`src/rtl/writeback_stage_pkg.sv`:
```
// Shared Y86-64 encodings (icodes, register ids, status codes) and the W-stage record.
// The fetch, decode, execute and memory stages import the same constants.
package writeback_stage_pkg;

  localparam logic [3:0] IHALT   = 4'h0;
  localparam logic [3:0] INOP    = 4'h1;
  localparam logic [3:0] IRRMOVQ = 4'h2;
  localparam logic [3:0] IIRMOVQ = 4'h3;
  localparam logic [3:0] IRMMOVQ = 4'h4;
  localparam logic [3:0] IMRMOVQ = 4'h5;
  localparam logic [3:0] IOPQ    = 4'h6;
  localparam logic [3:0] IJXX    = 4'h7;
  localparam logic [3:0] ICALL   = 4'h8;
  localparam logic [3:0] IRET    = 4'h9;
  localparam logic [3:0] IPUSHQ  = 4'hA;
  localparam logic [3:0] IPOPQ   = 4'hB;

  localparam logic [3:0] RNONE = 4'hF;
  localparam logic [3:0] RESP  = 4'h4;

  localparam logic [2:0] SBUB = 3'd0;
  localparam logic [2:0] SAOK = 3'd1;
  localparam logic [2:0] SADR = 3'd2;
  localparam logic [2:0] SINS = 3'd3;
  localparam logic [2:0] SHLT = 3'd4;

  // valid separates real instructions (including real nops) from bubbles.
  typedef struct packed {
    logic [2:0]  stat;
    logic [3:0]  icode;
    logic [63:0] val_e;
    logic [63:0] val_m;
    logic [3:0]  dst_e;
    logic [3:0]  dst_m;
    logic        valid;
  } w_reg_t;

  function automatic w_reg_t bubble_w();
    w_reg_t b;
    b.stat  = SAOK;
    b.icode = INOP;
    b.val_e = 64'd0;
    b.val_m = 64'd0;
    b.dst_e = RNONE;
    b.dst_m = RNONE;
    b.valid = 1'b0;
    return b;
  endfunction

  function automatic logic is_abnormal(input logic [2:0] s);
    return s != SAOK;
  endfunction

endpackage

```
`src/rtl/writeback_stage_regfile_2r2w.sv`:
```
// Architectural register file: two combinational read ports, two write ports
// where port M overrides port E on the same index, synchronous reset init.
module regfile_2r2w
  import writeback_stage_pkg::*;
#(
  parameter int          NREGS    = 15,
  parameter logic [63:0] RSP_INIT = 64'd0
) (
  input  logic        clk,
  input  logic        reset,
  input  logic [3:0]  src_a,
  input  logic [3:0]  src_b,
  output logic [63:0] rval_a,
  output logic [63:0] rval_b,
  input  logic        we_e,
  input  logic [3:0]  dst_e,
  input  logic [63:0] val_e,
  input  logic        we_m,
  input  logic [3:0]  dst_m,
  input  logic [63:0] val_m
);

  logic [63:0] regs [NREGS];

  // No write-to-read bypass: decode forwards from the W fields itself.
  assign rval_a = (src_a == RNONE || int'(src_a) >= NREGS) ? 64'd0 : regs[src_a];
  assign rval_b = (src_b == RNONE || int'(src_b) >= NREGS) ? 64'd0 : regs[src_b];

  always_ff @(posedge clk) begin
    if (reset) begin
      for (int i = 0; i < NREGS; i++) begin
        regs[i] <= (i == int'(RESP)) ? RSP_INIT : 64'd0;
      end
    end else begin
      if (we_e && int'(dst_e) < NREGS) regs[dst_e] <= val_e;
      // Issued last so popq %rsp keeps the popped value.
      if (we_m && int'(dst_m) < NREGS) regs[dst_m] <= val_m;
    end
  end

endmodule

```
`src/rtl/writeback_stage.sv`:
```
// Y86-64 write-back stage: W pipeline register, register-file commit,
// sticky halt on abnormal status and retired-instruction counter.
module writeback_stage
  import writeback_stage_pkg::*;
#(
  parameter int          NREGS    = 15,
  parameter logic [63:0] RSP_INIT = 64'd0,
  parameter int          CNT_W    = 32
) (
  input  logic             clk,
  input  logic             reset,
  input  logic             W_stall,
  input  logic             W_bubble,
  input  logic [2:0]       m_stat,
  input  logic [3:0]       m_icode,
  input  logic [63:0]      m_valE,
  input  logic [63:0]      m_valM,
  input  logic [3:0]       m_dstE,
  input  logic [3:0]       m_dstM,
  input  logic [3:0]       d_srcA,
  input  logic [3:0]       d_srcB,
  output logic [63:0]      d_rvalA,
  output logic [63:0]      d_rvalB,
  output logic [2:0]       W_stat,
  output logic [3:0]       W_icode,
  output logic [63:0]      W_valE,
  output logic [63:0]      W_valM,
  output logic [3:0]       W_dstE,
  output logic [3:0]       W_dstM,
  output logic [2:0]       Stat,
  output logic             halted,
  output logic [CNT_W-1:0] retired
);

  w_reg_t w_q;
  w_reg_t m_in;
  logic   w_abnormal;
  logic   commit;
  logic   hold;

  assign m_in = '{stat: m_stat, icode: m_icode, val_e: m_valE, val_m: m_valM,
                  dst_e: m_dstE, dst_m: m_dstM, valid: 1'b1};

  assign w_abnormal = is_abnormal(w_q.stat);
  assign commit     = !halted && (w_q.stat == SAOK);
  // A faulting instruction freezes W on the edge it raises halt, so Stat keeps the fault code.
  assign hold       = halted || W_stall || w_abnormal;

  always_ff @(posedge clk) begin
    if (reset) begin
      w_q <= bubble_w();
    end else if (!hold) begin
      w_q <= W_bubble ? bubble_w() : m_in;
    end
  end

  always_ff @(posedge clk) begin
    if (reset) begin
      halted <= 1'b0;
    end else if (w_abnormal) begin
      halted <= 1'b1;
    end
  end

  always_ff @(posedge clk) begin
    if (reset) begin
      retired <= '0;
    end else if (commit && w_q.valid) begin
      retired <= retired + {{(CNT_W-1){1'b0}}, 1'b1};
    end
  end

  regfile_2r2w #(
    .NREGS    (NREGS),
    .RSP_INIT (RSP_INIT)
  ) u_regfile (
    .clk    (clk),
    .reset  (reset),
    .src_a  (d_srcA),
    .src_b  (d_srcB),
    .rval_a (d_rvalA),
    .rval_b (d_rvalB),
    .we_e   (commit && (w_q.dst_e != RNONE)),
    .dst_e  (w_q.dst_e),
    .val_e  (w_q.val_e),
    .we_m   (commit && (w_q.dst_m != RNONE)),
    .dst_m  (w_q.dst_m),
    .val_m  (w_q.val_m)
  );

  assign W_stat  = w_q.stat;
  assign W_icode = w_q.icode;
  assign W_valE  = w_q.val_e;
  assign W_valM  = w_q.val_m;
  assign W_dstE  = w_q.dst_e;
  assign W_dstM  = w_q.dst_m;
  assign Stat    = (w_q.stat == SBUB) ? SAOK : w_q.stat;

endmodule
```
`config.mk`:
```
export PLATFORM = sky130hd
export DESIGN_NAME = writeback_stage
export DESIGN_NICKNAME = d
export VERILOG_FILES = /design/src/rtl/writeback_stage_pkg.sv /design/src/rtl/writeback_stage_regfile_2r2w.sv /design/src/rtl/writeback_stage.sv
export SDC_FILE = /design/constraint.sdc
export NUM_CORES = 2
export LEC_CHECK = 0
export ABC_AREA = 0
export CAP_MARGIN = 10
export CORE_MARGIN = 2
export CORE_UTILIZATION = 59
export DETAILED_ROUTE_END_ITERATION = 8
export GPL_ROUTABILITY_DRIVEN = 0
export GPL_TIMING_DRIVEN = 1
export PLACE_DENSITY = 0.8
export SYNTH_ARGS = -nofsm -noshare
export SYNTH_HDL_FRONTEND = slang
export SYNTH_HIERARCHICAL = 1
export SYNTH_SLANG_ARGS = --single-unit
```
`constraint.sdc`:
```
create_clock -name clk -period 8.14 [get_ports clk]
set_input_delay 1.628 -clock clk [delete_from_list [all_inputs] [get_ports clk]]
set_output_delay 1.628 -clock clk [all_outputs]
set_load 0.03 [all_outputs]
```
==> impl_metrics.tcl <==
set metrics [dict create \
    globalRoute.totalOverflow 0 \
    wire_per_inst_um 35.6 \
    synth-edff-count 960 \
    die_y_um 329 \
    hp-start "W_icode[1]" \
    routed_via_density 7.88 \
    numCtsBuffers 117 \
    syn_avg_cell_area_um2 12.9 \
    clk_pin_slew_ns 0.06 \
    startpoint_type "input pin" \
    cts_setup_buffers 0 \
    max_cap_viol_count 0 \
    fmax_ghz 0.141 \
    synth-seq-area-share_pct 52.0 \
    path_class "in2out" \
    critical_path_arrival_ns 5.47 \
    swShare_pct 26.7 \
    r2r-end "u_regfile/regs[1][36]" \
    synth_ff_type "edfxtp_1" \
    worst_pin_slew_ns 1.41 \
    grtUsageTotal_pct 39.8 \
    cts_resized 0 \
    fin_skew_ns 0.0354 \
    status "completed" \
    clock_latency_ns 0.72 \
    synth.top_cell.area_share_pct 46.3 \
    end_kind "primary output" \
    io_buffers 461 \
    min_to "W_icode[1]" \
    start_util_pct 59.3 \
    syn_to_final_growth_pct 12.3 \
    internal_power_mw 10.2 \
    rsz0062_at_grt "false" \
    synth_top_area_cell "edfxtp_1" \
    die_w_um 329 \
    r2r_cells 8 \
    synth_async_sr_flop_share_pct 0 \
    dr_total_vias 49000 \
    synth_area_leaders "edfxtp_1 (46%), a22o_1 (14%), mux4_2 (9.3%), dfxtp_1 (5.7%), mux2i_1 (5.1%)" \
    nets 4886 \
    hpwl_mm 117 \
    netlist_instances 4812 \
    grt_pass1_wl_mm 315 \
    cts_hold_buffers 0 \
    drt_iter0_markers 8582 \
    r2r_start "W_stat[2]" \
    multi_input_area_um2 26300 \
    pwr-share-seq_pct 48.8 \
    slew_violations 0 \
    ant_nets 0 \
    firstDrtPassIters 7 \
    hold_viol 0 \
    pwr_density_cell_nw_per_um2 199 \
    rows 119 \
    grt_pass1_vias 47500 \
    cts_tree "yes" \
    min_period_over_period_pct 87.1 \
    timing.hold.ws_ns 0.452 \
    tns_ns 0 \
    crit_fanout 31 \
    switchingPower_mw 3.72 \
    comb_power_share_pct 12.9 \
    reg2reg_slack_ns 2.93 \
    antenna_found_initial 6 \
    max-clock-path-buffers 3 \
    h-tree-depth 3 \
    synthTopCellsByCount "a22o_1 (960), edfxtp_1 (960), clkbuf_1 (390)" \
    p_clk_share_pct 38.3 \
    fillers 7326 \
    synth_area_um2 62200 \
    syn-num-nets 4968 \
    holdCritPathClass "reg2reg" \
    required_ns 6.51 \
    ys_warn_count 6 \
    drive_gt1_share_pct 13.8 \
    leakagePower_nw 24.3 \
    timing.slew.headroom_pct 6.25 \
    period_needed_ns 7.09 \
    coreArea_um2 105000 \
    synthDistinctLibCells 57 \
    drt-total-wl_mm 221 \
    total_power_mw 13.9 \
    hold_path_depth 2 \
    place_ws_ns 1.50 \
    regArea_um2 32400 \
    drc 0 \
    synth_seq_cells 1137 \
    cts_sinks 1137 \
    ios 462 \
    dieArea_um2 108000 \
    setup_viol 0 \
    ir_worst_vdd_uv 160 \
    grt_max_degree 119 \
    fin_ws_ns 1.05 \
    cts_root_buffer "clkbuf_16" \
]
[power by group through the flow]
stage / clock [mW] / sequential, mW / combinational (mW)
after floorplan: 0 / 6.77 / 1.17
after global placement: 0 / 6.87 / 1.73
after detailed placement: 0 / 6.89 / 1.75
after CTS: 5.31 / 6.77 / 1.76
after global routing: 5.53 / 6.81 / 1.85
final: 5.32 / 6.79 / 1.80
[per-stage QoR]
step           utilization [%]  instance area (um^2)  instances
4_1_cts                   66.6                 69900       6215
2_1_floorplan                -                 62200       4812
3_5_place_dp              63.1                 66200       6002
6_report                  66.6                 69900       6217
5_1_grt                   66.6                 69900       6215
3_3_place_gp              63.1                 66200       6002
[cell usage in the layout (no fill, tap or decap), types with 125 or more instances in the layout]
cell type        Yosys  final
edfxtp_1           960    960
clkdlybuf4s50_1      0    453
dfxtp_1            177    177
a22oi_1            125    125
nand3b_1           133    133
a21oi_1            156    156
mux4_2             257    257
o22ai_1            126    126
nand2_1            209    209
mux2i_1            320    320
a22o_1             960    960
[sequential cells by signal (all words and copies together) (netlist names)]
name	flops
w_q	1
W_valM	64
W_valE	64
W_icode	4
W_stat	3
u_regfile/regs	960
retired	32
W_dstM	4
W_dstE	4
halted	1
[cell type report]
type	count	share of cell area, %
clock inverters	59	0.762
flip-flops and latches	1137	46.3
repair buffers	567	7.99
clock buffers	154	4.54
multi-input cells	2839	37.5
diodes	2	0.00716
well taps	1391	2.49
inverters	68	0.365
[worst max-delay path by stage]
stage | slack [ns] | cells after the start | to | from
floorplan | 0.76 | 3 | u_regfile/regs[1][0] | reset
global placement | 1.53 | 6 | d_rvalA[59] | d_srcA[0]
detailed placement | 1.50 | 6 | d_rvalA[59] | d_srcA[0]
CTS | 1.49 | 6 | d_rvalA[59] | d_srcA[0]
global route | 1.13 | 6 | d_rvalA[2] | d_srcA[0]
finish | 1.05 | 6 | d_rvalA[2] | d_srcA[0]
[kinds of logic (layout without fill, tap and decap cells)]
| logic type | count (synthesis) | in the layout | synth area share, % |
|---|---|---|---|
| compound gates | 1672 | 1672 | 21.2 |
| xor+xnor | 8 | 8 | 0.113 |
| fa+ha+maj | 1 | 1 | 0.0201 |
| buf+inv | 836 | 848 | 6.48 |
| flops | 1137 | 1137 | 52.0 |
| mux | 642 | 642 | 15.6 |
| other cells | 0 | 2 | 0 |
| simple gates | 516 | 516 | 4.60 |
[critical path, cell delays in order]
cell	delay, ns
clkdlybuf4s50_1	0.80
and3b_2	0.88
buf_12	0.35
a221oi_1	0.13
o21ai_0	0.81
clkdlybuf4s50_1	0.83
[metal layers]
metal  track usage (%)  wire length [um]  up-vias
met1              50.3             72500    23800
met2              61.2             99500     4801
li1                  -                 -    19300
met5                 0                38        -
met4              22.8             14700        6
met3              11.9             34700     1082
Note: power is estimated with default switching activity, not from simulation.
